==> src/rtl/pipeline_controller_pkg.sv <==
// pipeline_controller_pkg: state encodings and default timing for the pipeline hazard controller.
package pipeline_controller_pkg;
    typedef enum logic [1:0] {
        PC_RUN        = 2'd0,
        PC_LOAD_STALL = 2'd1,
        PC_MULTI_WAIT = 2'd2,
        PC_FLUSH      = 2'd3
    } pc_state_e;
    localparam int unsigned PC_FLUSH_CYCLES  = 2;
    localparam int unsigned PC_MULTI_LATENCY = 4;
endpackage

==> src/rtl/hazard_detect.sv <==
// hazard_detect: combinational load-use compare between decode sources and the execute load target.
module hazard_detect (
    input  logic       dec_valid,
    input  logic [4:0] dec_rs1,
    input  logic [4:0] dec_rs2,
    input  logic       dec_uses_rs2,
    input  logic [4:0] ex_rd,
    input  logic       ex_is_load,
    output logic       load_use_hit
);
    assign load_use_hit = dec_valid & ex_is_load & (ex_rd != 5'd0) &
                          ((ex_rd == dec_rs1) | (dec_uses_rs2 & (ex_rd == dec_rs2)));
endmodule

==> src/rtl/pipeline_controller.sv <==
// pipeline_controller: sequences load-use bubbles, multi-cycle execute holds and mispredict redirects/flushes.
module pipeline_controller
    import pipeline_controller_pkg::*;
#(
    parameter int unsigned MULTI_LATENCY = PC_MULTI_LATENCY,
    parameter int unsigned FLUSH_CYCLES  = PC_FLUSH_CYCLES
) (
    input  logic        clk,
    input  logic        reset_n,
    input  logic [4:0]  dec_rs1,
    input  logic [4:0]  dec_rs2,
    input  logic        dec_uses_rs2,
    input  logic        dec_multi,
    input  logic        dec_valid,
    input  logic [4:0]  ex_rd,
    input  logic        ex_is_load,
    input  logic        mispredict,
    input  logic [31:0] new_pc,
    output logic        stall_fetch,
    output logic        stall_decode,
    output logic        bubble_execute,
    output logic        flush_decode,
    output logic        redirect,
    output logic [31:0] redirect_pc,
    output logic        busy
);
    localparam logic [3:0] MULTI_INIT = 4'(MULTI_LATENCY - 1);
    localparam logic [3:0] FLUSH_INIT = 4'(FLUSH_CYCLES - 1);

    pc_state_e   state_q, state_d;
    logic [3:0]  cnt_q, cnt_d, cnt_dec;
    logic        pend_q, pend_d;
    logic [31:0] pc_q, pc_d;
    logic        redirect_q, redirect_d, flush_q, busy_q, load_use_hit, hold;

    hazard_detect u_hazard_detect (
        .dec_valid    (dec_valid),
        .dec_rs1      (dec_rs1),
        .dec_rs2      (dec_rs2),
        .dec_uses_rs2 (dec_uses_rs2),
        .ex_rd        (ex_rd),
        .ex_is_load   (ex_is_load),
        .load_use_hit (load_use_hit)
    );

    assign cnt_dec = (cnt_q == 4'd0) ? 4'd0 : cnt_q - 4'd1;

    always_comb begin
        state_d    = state_q;
        cnt_d      = cnt_dec;
        pend_d     = pend_q;
        pc_d       = pc_q;
        redirect_d = 1'b0;
        case (state_q)
            PC_RUN: begin
                if (mispredict) begin
                    state_d    = PC_FLUSH;
                    pc_d       = new_pc;
                    cnt_d      = FLUSH_INIT;
                    redirect_d = 1'b1;
                end else if (load_use_hit) begin
                    state_d = PC_LOAD_STALL;
                end else if (dec_valid & dec_multi) begin
                    state_d = PC_MULTI_WAIT;
                    cnt_d   = MULTI_INIT;
                end
            end
            PC_LOAD_STALL: begin
                state_d = mispredict ? PC_FLUSH : PC_RUN;
                if (mispredict) begin
                    pc_d       = new_pc;
                    cnt_d      = FLUSH_INIT;
                    redirect_d = 1'b1;
                end
            end
            PC_MULTI_WAIT: begin
                // A mispredict is parked until the multi-cycle op drains, latest target wins.
                if (mispredict) begin
                    pend_d = 1'b1;
                    pc_d   = new_pc;
                end
                if (cnt_q == 4'd0) begin
                    state_d = (pend_q | mispredict) ? PC_FLUSH : PC_RUN;
                    if (pend_q | mispredict) begin
                        pend_d     = 1'b0;
                        cnt_d      = FLUSH_INIT;
                        redirect_d = 1'b1;
                    end
                end
            end
            PC_FLUSH: begin
                if (mispredict) begin
                    pc_d       = new_pc;
                    cnt_d      = FLUSH_INIT;
                    redirect_d = 1'b1;
                end else if (cnt_q == 4'd0) begin
                    state_d = PC_RUN;
                end
            end
        endcase
    end

    always_ff @(posedge clk or negedge reset_n) begin
        if (!reset_n) begin
            state_q    <= PC_RUN;
            cnt_q      <= 4'd0;
            pend_q     <= 1'b0;
            pc_q       <= 32'd0;
            redirect_q <= 1'b0;
            flush_q    <= 1'b0;
            busy_q     <= 1'b0;
        end else begin
            state_q    <= state_d;
            cnt_q      <= cnt_d;
            pend_q     <= pend_d;
            pc_q       <= pc_d;
            redirect_q <= redirect_d;
            flush_q    <= state_d == PC_FLUSH;
            busy_q     <= state_d != PC_RUN;
        end
    end

    // Gated by reset_n so the combinational stalls also drop to 0 without a clock.
    assign hold           = reset_n & ((state_q == PC_RUN) & load_use_hit | (state_q == PC_LOAD_STALL));
    assign stall_fetch    = hold | (reset_n & (state_q == PC_MULTI_WAIT));
    assign stall_decode   = stall_fetch;
    assign bubble_execute = hold;
    assign flush_decode   = flush_q;
    assign redirect       = redirect_q;
    assign redirect_pc    = pc_q;
    assign busy           = busy_q;
endmodule

==> config.mk <==
export PLATFORM = sky130hd
export DESIGN_NAME = pipeline_controller
export DESIGN_NICKNAME = d
export VERILOG_FILES = /design/src/rtl/pipeline_controller_pkg.sv /design/src/rtl/hazard_detect.sv /design/src/rtl/pipeline_controller.sv
export SDC_FILE = /design/constraint.sdc
export NUM_CORES = 1
export LEC_CHECK = 0
export BUFFER_PORTS_ARGS = -buffer_cell sky130_fd_sc_hd__buf_2
export CAP_MARGIN = 10
export CORE_MARGIN = 1.5
export CORE_UTILIZATION = 42
export CTS_CLUSTER_SIZE = 25
export DETAILED_ROUTE_END_ITERATION = 6
export PLACE_DENSITY = 0.76
export SETUP_SLACK_MARGIN = 0.2
export SYNTH_ARGS = -nofsm -noshare
export SYNTH_HDL_FRONTEND = slang
export SYNTH_SLANG_ARGS = --single-unit
==> constraint.sdc <==
create_clock -name clk -period 1.6 [get_ports clk]
set_input_delay 0.24 -clock clk [delete_from_list [all_inputs] [get_ports clk]]
set_output_delay 0.24 -clock clk [all_outputs]
set_load 0.005 [all_outputs]
Yosys cells after proc, flatten, opt, wreduce, memory -nomap -nowiden

Cells that the tools add are included.

Add/subtract/negate cells: 1
Multipliers: 0
Div/mod/pow operators: 0
Order comparisons: 0
Eq/ne operators: 7
Shift-type cells: 0
Muxes and demuxes: 26
Bitwise gates (word level): 12
Reduce and logical (&&, ||, !) cells: 7

Operators by type and width:

| operator                                              | count |
|---|---|
| 2-to-1 mux 32 bit                                     | 2 |
| 2-to-1 mux 4 bit                                      | 7 |
| 2-to-1 mux 2 bit                                      | 8 |
| one-hot mux 4 bit (3 select lines)                    | 1 |
| equality test 5 bit                                   | 2 |
| AND 1 bit                                             | 8 |
| one-hot mux 2 bit (4 select lines)                    | 1 |
| equality test 2 bit, second input constant            | 3 |
| 2-to-1 mux 1 bit                                      | 6 |
| nonzero test 5 bit                                    | 1 |
| zero test 4 bit                                       | 1 |
| OR 1 bit                                              | 4 |
| OR reduction 4 bit                                    | 1 |
| subtractor 4 x 1 -> 4 bit, second input constant      | 1 |
| OR reduction 3 bit                                    | 1 |
| equality test 2 x 1 -> 1 bit, second input constant   | 1 |
| zero test 2 bit                                       | 1 |
| inequality test 2 x 1 -> 1 bit, second input constant | 1 |
| one-hot mux 1 bit (2 select lines)                    | 1 |
| nonzero test 2 bit                                    | 1 |
| OR reduction 2 bit                                    | 1 |

Register bits after elaboration: 42
Bits in latches: 0
Memory bits (writable): 0
Bits in read-only memories: 0
Bits of input ports: 54
Output and inout port bits: 38
Memories kept: 0

Longest topological paths before layout

Gate-level depths: netlist of run 1.

Depth after elaboration: 8
Mapped depth: 7
Mapped depth without buffers: 6

Hierarchy

From an unflattened synthesis of run 1, not the netlist that was laid out.

Cell total of the unflattened synthesis: 141
Area, all modules: 1874.3 µm²

Modules (own cells, without submodules):

| module              | instances | cells an instance | area an instance (µm²) | seq. area each (µm²) |
|---|---|---|---|---|
| pipeline_controller | 1         | 124               | 1740.4                 | 1051.0 |
| hazard_detect       | 1         | 17                | 133.9                  | 0.0 |

Worst setup path after synthesis of run 1

No wires, ideal clock.

Path type: flip-flop to flip-flop
From: register cnt_q[0]
To: register busy_q, in the netlist busy
Arrival time: 1405 ps
Slack: 55 ps
Stages on the path, launching flop included: 8
Buffers on the path: 1
Cell sequence: dfrtp_1 -> inv_1 -> ha_1 -> nor3b_2 -> buf_4 -> a21boi_0 -> a311oi_1 -> o21ai_0

Longest elaborated chain between the ends: 5

RTL lines:

| what                                   | RTL line                                             | text |
|---|---|---|
| start: declaration                     | pipeline_controller.sv:31                            | `logic [3:0] cnt_q, cnt_d, cnt_dec;` |
| start signal: assignment               | pipeline_controller.sv:114                           | `cnt_q <= cnt_d;` |
| zero test 4 bit (*)                    | pipeline_controller.sv:82, pipeline_controller.sv:96 |  |
| 2-to-1 mux 2 bit                       | pipeline_controller.sv:96                            | `end else if (cnt_q == 4'd0) begin` |
| 2-to-1 mux 2 bit                       | pipeline_controller.sv:92                            | `if (mispredict) begin` |
| one-hot mux 2 bit (4 select lines) (*) | pipeline_controller.sv:54                            | `case (state_q)` |
| nonzero test 2 bit (*)                 | pipeline_controller.sv:119                           | `busy_q <= state_d != PC_RUN;` |
| end signal: assignment                 | pipeline_controller.sv:111                           | `busy_q <= 1'b0;` |
| end signal: assignment                 | pipeline_controller.sv:119                           |  |
| end: declaration                       | pipeline_controller.sv:34                            | `logic redirect_q, redirect_d, flush_q, busy_q, load_use_hit, hold;` |

Mark *: on every way between the ends. The rest lies on a longest branch, timed or not.
A chain may end at the register's enable or synchronous reset.

Final worst setup path of run 1

From: input port ex_rd[1]
To: output port stall_fetch

Longest elaborated chain between the ends: 8

RTL lines:

| what                | RTL line                   | text |
|---|---|---|
| start: declaration  | pipeline_controller.sv:15  | `input logic [4:0] ex_rd,` |
| equality test 5 bit | hazard_detect.sv:12        | `((ex_rd == dec_rs1) \| (dec_uses_rs2 & (ex_rd == dec_rs2)));` |
| AND 1 bit           | hazard_detect.sv:12        |  |
| OR 1 bit            | hazard_detect.sv:12        |  |
| AND 1 bit (*)       | hazard_detect.sv:11        | `assign load_use_hit = dec_valid & ex_is_load & (ex_rd != 5'd0) &` |
| AND 1 bit (*)       | pipeline_controller.sv:124 | `assign hold = reset_n & ((state_q == PC_RUN) & load_use_hit \| (state_q == PC_LOAD_STALL));` |
| OR 1 bit (*)        | pipeline_controller.sv:124 |  |
| AND 1 bit (*)       | pipeline_controller.sv:124 |  |
| OR 1 bit (*)        | pipeline_controller.sv:125 | `assign stall_fetch = hold \| (reset_n & (state_q == PC_MULTI_WAIT));` |
| end: declaration    | pipeline_controller.sv:19  | `output logic stall_fetch,` |

Marked as above.

==> results.txt, run 1 <==
post-synth design cell area: 1959 sq um
Startpoint Class: input pin
min cycle time layout: 1.549 ns
DP Area: 2502 sq um
clk root buf: sky130_fd_sc_hd__clkbuf_8
Net Count, Synth: 212
complex-gate fraction of the synthesized area: 0.1098
combinational power share: 0.363
Setup Viol. Count Final: 0
number of enable flip-flop cells after synthesis: 0
area share of fa/ha/maj cells after synthesis: 0.01277
Die W: 71.30 microns
total count of max-transition violations in the final report: 0
first-iteration detailed-routing DRC count: 54
number of remaining DRC errors: 0
buffer depth of the longest clock path: 2
maximum achievable frequency: 645.6 MHz
Warnings, synthesis: 0
class of the worst hold path: input pin to async pin
net switching power figure: 1.146 mW
power share of the clock group: 0.266
CTS tree: done
core box area: 4414 sq um
dominant synthesized flop cell: sky130_fd_sc_hd__dfrtp_1
clock network latency to the later pin of the worst-skew pair: 0.29 ns
routed vias: 1666
cell class contributing the biggest share of worst-path delay: simple AND/OR/NAND/NOR gates
Die Outline Area: 5084 sq um
most frequent cells in the layout: sky130_fd_sc_hd__buf_2 (89), sky130_fd_sc_hd__dfrtp_1 (40), sky130_fd_sc_hd__mux2_2 (32)
worst slew slack as a fraction of its limit: 0.6465
wire length of the first global-routing pass: 7707 microns
number of buffers added by the clock tree synthesis step: 5
crit path kind: input pin to output pin
starting density of the core: 0.4439
Fillers: 340
cells after synthesis: 156
detailed placer's ending HPWL: 3212 microns
Total GRT Usage: 0.1920
Antenna Violating Nets Remaining: 0
RSZ-0062 raised after global routing: true
run status: finished clean
Final period util: 0.9680
core occupancy in the finished layout: 0.6429
most common library cell in the layout ignoring fill and taps: sky130_fd_sc_hd__buf_2
antenna violations before repair: 0
combinational family with the most area after synthesis: multiplexers
Worst Setup End Kind: output pin
maximum ir drop on the vdd rail: 711.1 uV
number of optimization iterations in the first detailed-route pass: 4
Sw Ratio: 0.2997
Total Nets Final: 318
total power after layout: 3.823 mW
clock tree skew after final layout: 0.003489 ns
Flop pwr share: 0.371
crit-path cells: buf_6, or3_4, o311a_4, nand2_4, o21ai_2, buf_2
number of H-tree branching levels: 2
leakage power: 1.346 nW
multiplexer fraction of the synthesized cell area: 0.1948
share of post-route cells with drive strength above 1: 0.6540
slew at the pin closest to its max-slew limit: 0.5302 ns
IO buf count: 91
count of clock tree sinks: 42
Crit-path slowest cell: sky130_fd_sc_hd__or3_4
Routed Wire Length: 4659 microns
total non-filler cell area in the finished layout: 2838 sq um
Post-Synthesis Mean Instance Area: 12.56 sq um
antenna diode count: 0
fraction of the yosys area taken by sequential cells: 0.5364
area growth from synthesis to final layout: 44.83%
y dimension of the die: 71.30 microns
CP max stage delay: 0.38 ns
FP Rows: 24
data required time of the critical path: 1.36 ns
number of storage elements in the synthesis netlist: 42
final RePlAce weighted congestion: 0.7938
maximum number of pins on one net before global-route repair: 43
DR vias/cell: 5.289
final hold viol count: 0
total power per unit cell area: 1347 nW/um^2
CTS clk-pin slew, worst paths: 0.07 ns
post-synthesis xor/xnor area fraction: 0.04917
Buffers & Inverters on Critical Path: 2
setup_tns: 0 ns
Synth cell types: 37
Critical Path AT: 1.31 ns
maximum capacitance violations: 0
share of synthesized flip-flops with an asynchronous set or reset: 1.000
design internal power: 2.677 mW
overflow left after global routing: 0
highest net fanout along the worst path: 2
drt wl/cell: 14.79 microns
simple-gate share of the synthesized area: 0.06769
IO Pins: 92
number of global-route vias before repair: 1724
-- cell usage after synthesis (all sizes together) (2+ instances only) --
master  number  area (sq um)
ha           2         25.02
a21oi        4         20.02
nor2b        2         12.51
mux2        33         371.6
nor2         4         15.01
nor3         2         10.01
clkbuf       3         11.26
o21ai        6         33.78
nand2        8         30.03
o22ai        2         12.51
a22oi        2         15.01
nand3        3         15.01
dfrtp       42          1051
xnor2       11         96.34
nand2b       4         25.02
buf          6         35.03
o211ai       2         15.01
inv          3         11.26
-- final timing paths --
| path | cells after the start | endpoint | slack, ns | from |
|---|---|---|---|---|
| max | 6 | stall_fetch | 0.05 | ex_rd[1] |
| min | 2 | redirect_pc[28]$_DFFE_PN0P_ | 0.07 | reset_n |
| max reg2reg | 7 | state_q[0]$_DFF_PN0_ | 0.09 | cnt_q[1]$_DFF_PN0_ |
| min reg2reg | 1 | redirect_pc[23]$_DFFE_PN0P_ | 0.50 | redirect_pc[23]$_DFFE_PN0P_ |
| max in group asynchronous | 2 | state_q[0]$_DFF_PN0_ | 1.15 | reset_n |
| min in group clk | 2 | redirect_pc[11]$_DFFE_PN0P_ | 0.17 | new_pc[11] |
-- sequential cells by signal (all words and copies together) (netlist names) --
register and cells:
state_q 2, redirect 1, busy 1, pend_q 1, cnt_q 4, redirect_pc 32, flush_decode 1
-- logic make-up (layout without fill, tap and decap cells) --
group | count (synthesis) | count (layout)
AOI/OAI and AO/OA | 29 | 29
xor gates and xnor gates | 11 | 11
adders and majority gates | 2 | 2
buffers and inverters | 12 | 119
DFF | 42 | 42
muxes | 34 | 34
and+or+nand+nor | 26 | 26
-- final cells by class --
class / instances / area (sq um) / area share
repair buffers: 108 / 603.1 / 0.2125
flip-flops and latches: 42 / 1054 / 0.3713
well taps: 52 / 65.06 / 0.02293
inverters: 3 / 11.26 / 0.003968
clock inverters: 2 / 60.06 / 0.02116
clock buffers: 6 / 82.58 / 0.02910
multi-input cells: 102 / 962.2 / 0.3391
-- power groups by stage --
stage | logic, mW | clock network, mW | registers (mW)
after floorplan | 0.718 | 0 | 1.38
after global placement | 1.03 | 0 | 1.41
after detailed placement | 1.06 | 0 | 1.42
after CTS | 1.27 | 1.06 | 1.41
after global routing | 1.52 | 1.08 | 1.44
final | 1.39 | 1.02 | 1.42
-- layer usage --
| metal | GRT usage | up-vias | share of wire |
|---|---|---|---|
| met3 | 0.06048 | 4 | 0.095 |
| li1 | - | 771 | - |
| met1 | 0.2332 | 811 | 0.41 |
| met5 | 0 | - | 0 |
| met2 | 0.3313 | 80 | 0.48 |
| met4 | 0.05031 | 0 | 0.0075 |
-- stage by stage --
stage,worst slack [ns],instances,hold WS [ns]
final,0.05115,315,0.07334
after global routing,0.01879,315,0.1170
after CTS,0.06046,312,0.06717
after detailed placement,0.01201,298,0.3736
after global placement,0.02404,298,0.3784
after floorplan,0.1237,156,-0.05559
-- worst register-to-register path: stages, from the launching register on --
cell,delay (ns)
sky130_fd_sc_hd__dfrtp_1,0.39
sky130_fd_sc_hd__inv_2,0.07
sky130_fd_sc_hd__ha_4,0.15
sky130_fd_sc_hd__nor3b_2,0.14
sky130_fd_sc_hd__buf_4,0.17
sky130_fd_sc_hd__nand2b_4,0.14
sky130_fd_sc_hd__a22o_1,0.21
sky130_fd_sc_hd__o21bai_1,0.14
-- what timing repair did --
item                                   4_1_cts  5_1_grt
pin swaps                                    6        5
buffers inserted                             6        3
endpoints found under the hold margin        0        0
setup endpoints to repair                   11       11
gates resized for setup                     23        8
hold buffers                                 0        0
Power figures use the tool's default switching activity.
==> inputs of run 2 (changes only) <==
- ABC_AREA: unset -> 1
- CORE_UTILIZATION: 42 -> 44
- CTS_BUF_LIST: unset -> sky130_fd_sc_hd__clkbuf_8
- PLACE_DENSITY: 0.76 -> 0.79
==> results.txt, run 2 <==
core occupancy in the finished layout: 0.6473 (+0.004403)
Warnings, synthesis: 0 (unchanged)
Total Nets Final: 425 (+34%)
number of buffers added by the clock tree synthesis step: 5 (unchanged)
IO Pins: 92 (unchanged)
reg2reg end: busy$_DFF_PN0_
Routed Wire Length: 5114 microns (+9.8%)
overflow left after global routing: 0 (unchanged)
CTS tree: done
dominant synthesized flop cell: sky130_fd_sc_hd__dfrtp_1
Total GRT Usage: 0.2056 (+0.01360)
Die W: 70.58 microns (-1.0%)
leakage power: 1.690 nW (+26%)
maximum ir drop on the vdd rail: 732.7 uV (+3.0%)
first-iteration detailed-routing DRC count: 96 (+78%)
cells after synthesis: 267 (+71%)
area growth from synthesis to final layout: 41.22%
DP Area: 2521 sq um (+0.75%)
maximum capacitance violations: 0 (unchanged)
CTS clk-pin slew, worst paths: 0.08 ns (about the same)
number of global-route vias before repair: 1919 (+11%)
RSZ-0062 raised after global routing: true
drt wl/cell: 12.12 microns (-18%)
starting density of the core: 0.4583 (+0.01446)
most repeated cell in the gate-level netlist after synthesis: sky130_fd_sc_hd__nand2_1
Place WS: 0.1041 ns (+0.09214 ns)
DR vias/cell: 4.690 (-11%)
Synth cell types: 26 (-30%)
setup_tns: 0 ns (unchanged)
FP Rows: 24 (unchanged)
number of H-tree branching levels: 2 (unchanged)
clock tree skew after final layout: 0.008501 ns (+0.005012 ns)
post-synth design cell area: 2009 sq um (+2.6%)
reg2reg start: state_q[0]$_DFF_PN0_
clock network latency to the later pin of the worst-skew pair: 0.30 ns (about the same)
cell count after placement: 406 (+36%)
most common library cell in the layout ignoring fill and taps: sky130_fd_sc_hd__nand2_1
Largest register FFs: 32 (unchanged)
Die Outline Area: 4982 sq um (-2.0%)
IO buf count: 91 (unchanged)
most instantiated cells after synthesis: sky130_fd_sc_hd__nand2_1 (140), sky130_fd_sc_hd__dfrtp_1 (42), sky130_fd_sc_hd__inv_1 (25)
number of optimization iterations in the first detailed-route pass: 4 (unchanged)
class of the worst hold path: input pin to async pin
total power after layout: 3.198 mW (-16%)
min cycle time layout: 1.412 ns (-0.1372 ns)
count of clock tree sinks: 42 (unchanged)
Antenna Violating Nets Remaining: 0 (unchanged)
total count of max-transition violations in the final report: 0 (unchanged)
routed vias: 1979 (+19%)
Critical Path AT: 1.17 ns (-0.14 ns)
maximum number of pins on one net before global-route repair: 36 (-16%)
detailed placer's ending HPWL: 3394 microns (+5.7%)
tightest hold margin: 0.06290 ns (-0.01044 ns)
crit path kind: input pin to output pin
core box area: 4384 sq um (-0.68%)
number of enable flip-flop cells after synthesis: 0 (unchanged)
Final period util: 0.8823 (-0.08573)
Post-Synthesis Mean Instance Area: 7.526 sq um (-40%)
Startpoint Class: input pin
post-route non-filler standard cell count: 422 (+34%)
slew at the pin closest to its max-slew limit: 0.4323 ns (-0.09784 ns)
final critical-path setup slack: 0.1883 ns (+0.1372 ns)
worst r2r path cells: 7 (unchanged)
y dimension of the die: 70.58 microns (-1.0%)
worst slew slack as a fraction of its limit: 0.7118 (+0.06522)
post-synth top area cell: sky130_fd_sc_hd__dfrtp_1
fraction of the yosys area taken by sequential cells: 0.5230 (-0.01336)
final RePlAce weighted congestion: 0.8474 (+6.8%)
fraction of post-synthesis cell area in the top cell type by area: 0.5230 (-0.01336)
wire length of the first global-routing pass: 8238 microns (+6.9%)
total non-filler cell area in the finished layout: 2838 sq um (unchanged)
number of remaining DRC errors: 0 (unchanged)
flop-to-flop setup slack: 0.24 ns (+0.15 ns)
total power per unit cell area: 1127 nW/um^2 (-16%)
share of post-route cells with drive strength above 1: 0.4108 (-0.2432)
number of storage elements in the synthesis netlist: 42 (unchanged)
run status: finished clean
Worst Setup End Kind: output pin
buffer depth of the longest clock path: 2 (unchanged)
antenna violations before repair: 0 (unchanged)
most frequent cells in the layout: sky130_fd_sc_hd__nand2_1 (127), sky130_fd_sc_hd__buf_2 (79), sky130_fd_sc_hd__dfrtp_1 (41)
clk root buf: sky130_fd_sc_hd__clkbuf_8
data required time of the critical path: 1.36 ns (about the same)
cell types with the largest area share after synthesis: sky130_fd_sc_hd__dfrtp_1 (52%), sky130_fd_sc_hd__nand2_1 (26%), sky130_fd_sc_hd__inv_1 (4.7%)
share of synthesized flip-flops with an asynchronous set or reset: 1.000 (unchanged)
highest net fanout along the worst path: 3 (+1)
Setup Viol. Count Final: 0 (unchanged)
maximum achievable frequency: 708.4 MHz (+9.7%)
Fillers: 366 (+7.6%)
final hold viol count: 0 (unchanged)
Net Count, Synth: 323 (+52%)
antenna diode count: 0 (unchanged)
run 2: cell count changes after synthesis, moves of 4 or more:
cell                       before  now
sky130_fd_sc_hd__mux2_2        33    0
sky130_fd_sc_hd__nand2b_1       4    0
sky130_fd_sc_hd__inv_1          3   25
sky130_fd_sc_hd__nand2_1        8  140
sky130_fd_sc_hd__inv_2          0    7
sky130_fd_sc_hd__nor2_1         4   11
sky130_fd_sc_hd__xnor2_1       11    1
run 2: worst max path at each step:
stage | startpoint | endpoint | depth (start not counted)
global placement | ex_rd[2] | stall_fetch | 12
CTS | ex_rd[1] | stall_decode | 11
finish | ex_rd[4] | stall_fetch | 12
global route | ex_rd[3] | stall_decode | 12
detailed placement | ex_rd[2] | stall_decode | 12
floorplan | cnt_q[0]$_DFF_PN0_ | busy$_DFF_PN0_ | 7
run 2: layout make-up:
type	count	area [sq um]	share of cell area
Clock inverter	3	17.52	0.006173
Tap cell	52	65.06	0.02293
Inverter	32	125.1	0.04409
Sequential cell	42	1052	0.3708
Multi-Input combinational cell	185	874.6	0.3082
Timing Repair Buffer	103	634.4	0.2235
Clock buffer	5	68.82	0.02425
run 2: cells by family after synthesis:
kind of cell | synth area share
simple gates | 0.3344
compound gates | 0.04234
fa+ha+maj | 0.01245
flops | 0.5230
buf+inv | 0.07908
xor+xnor | 0.008719
run 2: what timing repair did:
item	4_1_cts	5_1_grt
hold buffers	1	0
pin swaps	12	25
hold endpoints to repair	7	0
buffers inserted	3	4
setup endpoints to repair	7	7
resized for setup	23	26
run 2: worst max-delay path, cell delays in order:
cell and delay, ns:
sky130_fd_sc_hd__buf_8 0.08, sky130_fd_sc_hd__inv_4 0.04, sky130_fd_sc_hd__nand2_2 0.05, sky130_fd_sc_hd__nand2_1 0.05, sky130_fd_sc_hd__nor2_1 0.14, sky130_fd_sc_hd__nand3_1 0.12
sky130_fd_sc_hd__nand2_2 0.10, sky130_fd_sc_hd__nand2_4 0.05, sky130_fd_sc_hd__nand2_2 0.05, sky130_fd_sc_hd__nand3_2 0.07, sky130_fd_sc_hd__nand2_2 0.07, sky130_fd_sc_hd__buf_2 0.10
run 2: power breakdown:
part           leakage, nW  total [mW]  switching [mW]  internal [mW]
registers            0.506        1.36           0.107           1.25
logic                 1.14        1.16           0.632          0.526
clock network       0.0493       0.680           0.378          0.302
total                 1.69        3.20            1.12           2.08
run 2: routing by layer:
layer  track usage  up-vias  wire, microns
met3       0.05413       13            232
met5             0        -              0
li1              -     1000              -
met4       0.07338        0             92
met2        0.3480       57           2584
met1        0.2564      909           2204
